### src/rtl/fetch_buffer.sv
// Fetch stage: owns the PC, keeps at most one imem request in flight, buffers words for decode.
// A word reaches decode one cycle after its ack; a new request launches only if its word will fit.
module fetch_buffer #(
  parameter int          DEPTH    = 2,
  parameter logic [15:0] RESET_PC = 16'h0000
) (
  input  logic        clk,
  input  logic        rst,
  output logic        imem_req,
  output logic [15:0] imem_addr,
  input  logic        imem_ack,
  input  logic [15:0] imem_data,
  input  logic        redirect,
  input  logic [15:0] redirect_pc,
  input  logic        instr_ready,
  output logic        instr_valid,
  output logic [15:0] instruction,
  output logic [15:0] pc_plus2,
  output logic        halted,
  output logic        err
);
  localparam int          AW      = $clog2(DEPTH);
  localparam logic [AW:0] DEPTH_C = (AW+1)'(DEPTH);
  localparam logic [15:0] NOP     = 16'h0800;

  typedef enum logic [1:0] {S_FETCH, S_WAIT, S_DRAIN, S_HALT} state_t;

  state_t        state, state_nx;
  logic [15:0]   pc;
  logic [15:0]   instr_mem [DEPTH];
  logic [15:0]   pcp2_mem  [DEPTH];
  logic [AW-1:0] wr_ptr, rd_ptr;
  logic [AW:0]   cnt, cnt_nx;
  logic          ack, redir, enq, deq, launch, credit;
  logic [15:0]   head_instr;

  function automatic logic is_halt(input logic [15:0] w);
    return w[15:11] == 5'b00000;
  endfunction

  assign imem_req    = (state == S_WAIT) || (state == S_DRAIN);
  assign ack         = imem_ack & imem_req;
  assign redir       = redirect & ~halted;
  assign instr_valid = (cnt != '0) & ~halted;
  assign deq         = instr_valid & instr_ready;
  assign enq         = ack & (state == S_WAIT) & ~redir;
  assign head_instr  = instr_mem[rd_ptr];
  assign instruction = instr_valid ? head_instr : NOP;
  assign pc_plus2    = (cnt != '0) ? pcp2_mem[rd_ptr] : pc + 16'd2;

  // Credit is judged on the occupancy the buffer will have after this edge.
  always_comb begin
    cnt_nx = cnt;
    if (enq && !deq)
      cnt_nx = cnt + 1'b1;
    else if (!enq && deq)
      cnt_nx = cnt - 1'b1;
  end

  assign credit = cnt_nx < DEPTH_C;

  always_comb begin
    state_nx = state;
    launch   = 1'b0;
    if (redir) begin
      state_nx = (imem_req && !imem_ack) ? S_DRAIN : S_FETCH;
    end else begin
      case (state)
        S_FETCH: begin
          if (credit && !halted) begin
            launch   = 1'b1;
            state_nx = S_WAIT;
          end
        end
        S_WAIT: begin
          if (ack) begin
            if (is_halt(imem_data))
              state_nx = S_HALT;
            else if (credit)
              launch = 1'b1;
            else
              state_nx = S_FETCH;
          end
        end
        S_DRAIN: begin
          if (ack)
            state_nx = S_FETCH;
        end
        default: state_nx = state;
      endcase
    end
  end

  always_ff @(posedge clk or negedge rst) begin
    if (!rst) begin
      state     <= S_FETCH;
      pc        <= RESET_PC;
      imem_addr <= RESET_PC;
      wr_ptr    <= '0;
      rd_ptr    <= '0;
      cnt       <= '0;
      halted    <= 1'b0;
      err       <= 1'b0;
    end else begin
      state <= state_nx;
      if (deq && is_halt(head_instr))
        halted <= 1'b1;
      if (redir) begin
        pc     <= {redirect_pc[15:1], 1'b0};
        err    <= err | redirect_pc[0];
        wr_ptr <= '0;
        rd_ptr <= '0;
        cnt    <= '0;
      end else begin
        if (launch) begin
          imem_addr <= pc;
          pc        <= pc + 16'd2;
        end
        if (enq)
          wr_ptr <= wr_ptr + 1'b1;
        if (deq)
          rd_ptr <= rd_ptr + 1'b1;
        cnt <= cnt_nx;
      end
    end
  end

  always_ff @(posedge clk) begin
    if (enq) begin
      instr_mem[wr_ptr] <= imem_data;
      pcp2_mem[wr_ptr]  <= imem_addr + 16'd2;
    end
  end

  a_no_overflow: assert property (@(posedge clk) disable iff (!rst)
    !(enq && !deq && cnt == DEPTH_C));
  a_no_underflow: assert property (@(posedge clk) disable iff (!rst)
    !(deq && cnt == '0));

endmodule
### config.mk
export PLATFORM = sky130hd
export DESIGN_NAME = fetch_buffer
export DESIGN_NICKNAME = d
export VERILOG_FILES = /design/src/rtl/fetch_buffer.sv
export SDC_FILE = /design/constraint.sdc
export NUM_CORES = 1
export LEC_CHECK = 0
export BUFFER_PORTS_ARGS = -buffer_cell sky130_fd_sc_hd__buf_2
export CELL_PAD_IN_SITES_DETAIL_PLACEMENT = 1
export CELL_PAD_IN_SITES_GLOBAL_PLACEMENT = 2
export CORE_MARGIN = 5
export CORE_UTILIZATION = 39
export DETAILED_ROUTE_END_ITERATION = 6
export PLACE_DENSITY_LB_ADDON = 0.1
export REMOVE_ABC_BUFFERS = 1
export SLEW_MARGIN = 15
export SYNTH_ARGS = -nofsm -noshare
export SYNTH_HDL_FRONTEND = slang
export SYNTH_SLANG_ARGS = --single-unit
### constraint.sdc
create_clock -name clk -period 6.1 [get_ports clk]
set_input_delay 0.61 -clock clk [delete_from_list [all_inputs] [get_ports clk]]
set_output_delay 0.61 -clock clk [all_outputs]
set_load 0.005 [all_outputs]
=== Word-level counts from Yosys, hierarchy flattened ===
Memory sizes are Yosys's and may differ from the RTL's.
Index checks and enable logic that the tools add are counted.
Widths: inputs -> output; s select.

* Memory bits (writable): 64
* Word-level logic and storage cells: 79
* Register bits after elaboration: 40
* Memories: 2

* Muxes and demuxes: 27
* Magnitude comparators: 1
* Eq/ne operators: 6
* Reduce and logical (&&, ||, !) cells: 20
* Bitwise logic cells: 9
* Add/subtract/negate cells: 6

{| class="wikitable"
|+ Memory list
! name !! depth !! bits a word !! read ports !! clocked after memory_dff !! wr ports !! RTL line !! text
|-
| instr_mem || 2 || 16 || 1 || 0 || 1 || 30 || <nowiki>logic [15:0] instr_mem [DEPTH];</nowiki>
|-
| pcp2_mem || 2 || 16 || 1 || 0 || 1 || 31 || <nowiki>logic [15:0] pcp2_mem [DEPTH];</nowiki>
|}

{| class="wikitable"
|+ Operators by type and width
! cell !! count
|-
| $mux 16 || 4
|-
| $add 16x2->16 const B || 2
|-
| $mux 2 || 10
|-
| $mux 1 || 11
|-
| $logic_not 5->1 || 2
|-
| $ne 3x3->1 const B || 3
|-
| $reduce_bool 2->1 || 4
|-
| $and 1x1->1 || 6
|-
| $pmux 2 s3 || 1
|-
| $logic_and 1x1->1 || 5
|-
| $reduce_and 5->1 || 1
|-
| $logic_not 1->1 || 4
|-
| $ne 4x3->1 const B || 1
|-
| $reduce_bool 4->1 || 1
|-
| $add 1x1->1 const B || 2
|-
| $add 2x1->2 const B || 1
|-
| $eq 2x1->1 const B || 1
|-
| $eq 2x2->1 const B || 1
|-
| $logic_not 2->1 || 1
|-
| $lt 2x2->1 const B || 1
|-
| $not 1->1 || 2
|-
| $pmux 1 s2 || 1
|-
| $reduce_and 2->1 || 1
|-
| $sub 2x1->2 const B || 1
|-
| 2 further kinds || 2
|}

=== Logic depth before layout (Yosys ltp) ===
* Depth after elaboration: 17
* Depth in mapped cells: 11

=== Worst setup path before layout ===
No wires, ideal clock.

* Path type: input -> register
* Start: in redirect
* End: mem instr_mem[0][0] (enable)
* Buffers on the path: 2
* Stages: 4
* Required time: 5.642 ns
* Arrival time: 3.356 ns
* Slack: 2.286 ns
* Cells stage by stage: nor2b_2 buf_2 clkbuf_1 nor3_1

* Longest elaborated chain between the ends: 5

{| class="wikitable"
|+ Ends and longest elaborated chain
! what !! RTL line !! text
|-
| start: declaration || 13 || <nowiki>input logic redirect,</nowiki>
|-
| $and 1x1->1 || 43 || <nowiki>assign redir = redirect & ~halted;</nowiki>
|-
| $not 1->1 (no source line) || - ||
|-
| $and 1x1->1 || 46 || <nowiki>assign enq = ack & (state == S_WAIT) & ~redir;</nowiki>
|-
| $mux 1 || 129 || <nowiki>if (enq) begin</nowiki>
|-
| $mux 1 (implied by the code) || 130 || <nowiki>instr_mem[wr_ptr] <= imem_data;</nowiki>
|-
| end: declaration || 30 ||
|}

No other way between the ends.

=== Worst setup path in the final report ===
* Start: reg cnt[1]
* End: reg imem_addr[2]

* Longest elaborated chain between the ends: 13

{| class="wikitable"
|+ Ends and longest elaborated chain
! what !! RTL line !! text
|-
| start: declaration || 33 || <nowiki>logic [AW:0] cnt, cnt_nx;</nowiki>
|-
| start signal: assignment || 123 || <nowiki>cnt <= cnt_nx;</nowiki>
|-
| $reduce_bool 2->1 || 44 || <nowiki>assign instr_valid = (cnt != '0) & ~halted;</nowiki>
|-
| $and 1x1->1 || 44 ||
|-
| $and 1x1->1 || 45 || <nowiki>assign deq = instr_valid & instr_ready;</nowiki>
|-
| $logic_and 1x1->1 or $logic_not 1->1 (tied branches) || 56, 54 ||
|-
| $mux 2 or $logic_and 1x1->1 (tied branches) || 56, 54 ||
|-
| $mux 2 (*) || 54 || <nowiki>if (enq && !deq)</nowiki>
|-
| $lt 2x2->1 (*) || 60 || <nowiki>assign credit = cnt_nx < DEPTH_C;</nowiki>
|-
| $mux 1 || 79 || <nowiki>else if (credit)</nowiki>
|-
| $mux 1 || 77 || <nowiki>if (is_halt(imem_data))</nowiki>
|-
| $mux 1 || 76 || <nowiki>if (ack) begin</nowiki>
|-
| $pmux 1 s2 (*) || 68 || <nowiki>case (state)</nowiki>
|-
| $mux 1 (*) || 65 || <nowiki>if (redir) begin</nowiki>
|-
| $reduce_and 2->1 (no source line) (*) || - ||
|-
| end signal: assignment || 116 || <nowiki>imem_addr <= pc;</nowiki>
|-
| end: declaration || 10 || <nowiki>output logic [15:0] imem_addr,</nowiki>
|}

Mark *: on every way between the ends. The rest lies on a longest branch, timed or not.
A chain may end at the register's enable or synchronous reset.

==> impl_metrics.json <==
{
  "ir_drop_v": 0.000165,
  "cts.htree.levels": 3,
  "final-hold-violation-count": 0,
  "synthToLayoutAreaGrowth_pct": 16.6,
  "r2r_end": "imem_addr[2]",
  "yosys.area.top_type_share_pct": 36.6,
  "chipWidth_um": 124,
  "fin_crit_ps": 3680,
  "cp-start-kind": "flip-flop",
  "synth_common_cells": "62 x edfxtp_1, 38 x dfrtp_1, 35 x nand2_1, 34 x nor2_1, 31 x mux2i_1",
  "avgViaCountPerCell": 5.33,
  "syn_area_mm2": 0.00508,
  "die_area_mm2": 0.0154,
  "cp_slowest_cell": "a21oi_4",
  "rsz0062_at_grt": "no",
  "r2r-start": "cnt[1]",
  "cts_setup_buffers": 0,
  "hpwl_um": 9000,
  "tightest_slew_ps": 1040,
  "cts_resized": 0,
  "clk_pin_slew_ps": 70,
  "yosys_most_used_dff": "edfxtp_1",
  "drc": 0,
  "synth_cell_types": 50,
  "arrival_ps": 3910,
  "drv_cap": 0,
  "slowest_delay_ps": 710,
  "synth.largest_area_cell": "edfxtp_1",
  "status": "finished clean",
  "cp_cell_sequence": "inv_1, ha_2, and3b_1, a2111oi_4, o21bai_1, or2_0, a21oi_4, mux2_2",
  "period_share_pct": 60.3,
  "grt_pass1_vias": 3782,
  "slew_violations": 0,
  "synth_edf_count": 62,
  "cts_buffers": 9,
  "antenna_found_initial": 0,
  "reg2reg_depth": 8,
  "rows": 41,
  "slew_headroom_pct": 30.4,
  "grt_pass1_wl_um": 20700,
  "r2r_setup_slack_ps": 2420,
  "critPathMaxFanout": 35,
  "ys_seq_area_share_pct": 55.3,
  "synth-seq-cells": 100,
  "final_area_mm2": 0.00593,
  "avgSynthCellArea_um2": 11.2,
  "critPathKind": "reg -> reg",
  "synth.most_common_cell": "edfxtp_1",
  "antenna_left": 0,
  "wl_per_cell_um": 18.6,
  "synth_cells": 453,
  "drt_iter0_drc": 168,
  "diodes": 0,
  "io_pins": 89,
  "fin_nets": 565,
  "endpoint_kind": "flip-flop",
  "cts_root_buffer": "clkbuf_16",
  "yosys-top-cells-area": "edfxtp_1 37%, dfrtp_1 19%, mux2i_1 6.1%",
  "gr-total-overflow": 0,
  "start_util_pct": 40.0,
  "cts_buffer_depth": 2,
  "p_leak_nw": 2.29,
  "cts_tree": "built",
  "vias": 3722,
  "grt_use_total_pct": 17.8,
  "clock_latency_ps": 340,
  "fmax_mhz": 272,
  "grt_max_degree": 40,
  "fp.dieH_um": 124,
  "drt-total-wl_um": 13000,
  "p_per_area_mw_per_mm2": 520,
  "fin_setup_tns_ps": 0,
  "finalSetupViolCount": 0,
  "worstHoldPathType": "in -> async",
  "drive_gt1_share_pct": 24.7,
  "gp_congestion": 0.759,
  "holdBufCountCts": 0,
  "drt-pass1-iter-count": 4,
  "core-area_mm2": 0.0127,
  "yosysWarnings": 0,
  "place_area_mm2": 0.00561,
  "pre_cts_slack_ps": 2040,
  "fin_ws_ps": 2420,
  "cts_num_sinks": 100,
  "clock_skew_ps": 4.42,
  "cp.required_ps": 6330,
  "port_buffers": 86,
  "synth-async-reset-ratio_pct": 38.0
}
-- flip-flops by register name, summed over array words and instances (netlist names) --
name,count
pcp2_mem,30
state,2
halted,1
pc,15
rd_ptr,1
cnt,2
wr_ptr,1
err,1
imem_addr,15
instr_mem,32
-- metal layers --
metal	vias up	routed length, µm	track usage (%)
li1	1781	-	-
met1	1851	6070	24.6
met2	77	6080	28.1
met3	13	606	3.36
met4	0	226	6.16
met5	-	0	0
-- critical path, delay by kind of cell, from the launching register on --
kind	cells	cell delay, ps
fa+ha+maj	1	580
simple gates	2	860
mux	1	410
buf+inv	1	100
flops	1	430
compound gates	3	1170
-- power by group --
group,total (W),switching (W),internal (W),leakage [nW]
combinational,0.00131,0.000719,0.000594,1.19
sequential,0.00116,0.000238,0.000924,0.949
clock,0.000608,0.000250,0.000358,0.154
total,0.00308,0.00121,0.00188,2.29
-- cell families after synthesis --
| kind of cell | Yosys count | share of synthesized area (%) |
|---|---|---|
| other | 1 | 0.0737 |
| xor gates and xnor gates | 30 | 5.17 |
| muxes | 46 | 10.1 |
| buffers and inverters | 42 | 3.74 |
| AOI/OAI and AO/OA | 64 | 7.92 |
| and+or+nand+nor | 164 | 16.2 |
| adders and majority gates | 6 | 1.48 |
| DFF | 100 | 55.3 |
-- worst max-delay path by stage --
stage                     cells past startpoint               to      from  slack [ps]
after floorplan                               2  instr_mem[0][0]  redirect        2470
after global placement                        8    imem_addr[14]    cnt[1]        2250
after detailed placement                      8     imem_addr[1]    cnt[1]        2040
after CTS                                     8     imem_addr[2]    cnt[1]        2020
after global routing                          8     imem_addr[1]    cnt[1]        2160
final                                         8     imem_addr[2]    cnt[1]        2420
-- cell type report --
type	instances	area, µm²
Fill cell	1421	6790
Sequential cell	100	2810
Multi-Input combinational cell	312	2100
Timing Repair Buffer	90	460
Clock buffer	9	225
Tap cell	172	215
Clock inverter	6	86.3
Inverter	9	33.8
-- through the flow --
stage / utilization [%] / total power, W / hold WS (ps) / instances
detailed placement: 44.1 / 0.00251 / 443 / 683
global placement: 44.1 / 0.00246 / 433 / 683
floorplan: - / 0.00198 / 314 / 421
CTS: 46.6 / 0.00312 / 423 / 698
finish: 46.6 / 0.00308 / 400 / 698
global route: 46.6 / 0.00333 / 440 / 698
-- placed cells by master, fill, tap and decap left out, types with 2 or more instances in the layout --
| master | netlist | final |
|---|---|---|
| a21oi_1 | 14 | 14 |
| a31oi_1 | 4 | 4 |
| nor4_1 | 2 | 2 |
| or4_1 | 2 | 2 |
| clkbuf_16 | 0 | 9 |
| nand2_1 | 35 | 35 |
| xor2_1 | 8 | 8 |
| o21ai_0 | 30 | 30 |
| buf_4 | 3 | 4 |
| nand4_1 | 17 | 17 |
| or2_2 | 2 | 2 |
| inv_6 | 0 | 2 |
| conb_1 | 1 | 2 |
| and3_1 | 14 | 14 |
| buf_2 | 4 | 86 |
| nor3_1 | 18 | 17 |
| nor2_1 | 34 | 33 |
| mux2i_1 | 31 | 31 |
| mux2_2 | 6 | 6 |
| xnor2_1 | 22 | 22 |
| ha_1 | 6 | 5 |
| nand3_1 | 25 | 25 |
| dfrtp_1 | 38 | 37 |
| a211oi_1 | 3 | 3 |
| mux2_4 | 9 | 9 |
| edfxtp_1 | 62 | 62 |
| bufinv_16 | 0 | 2 |
| nor3b_1 | 3 | 3 |
| inv_1 | 9 | 9 |
| and2_1 | 4 | 4 |
| o21bai_1 | 2 | 2 |
Power figures use the tool's default switching activity.
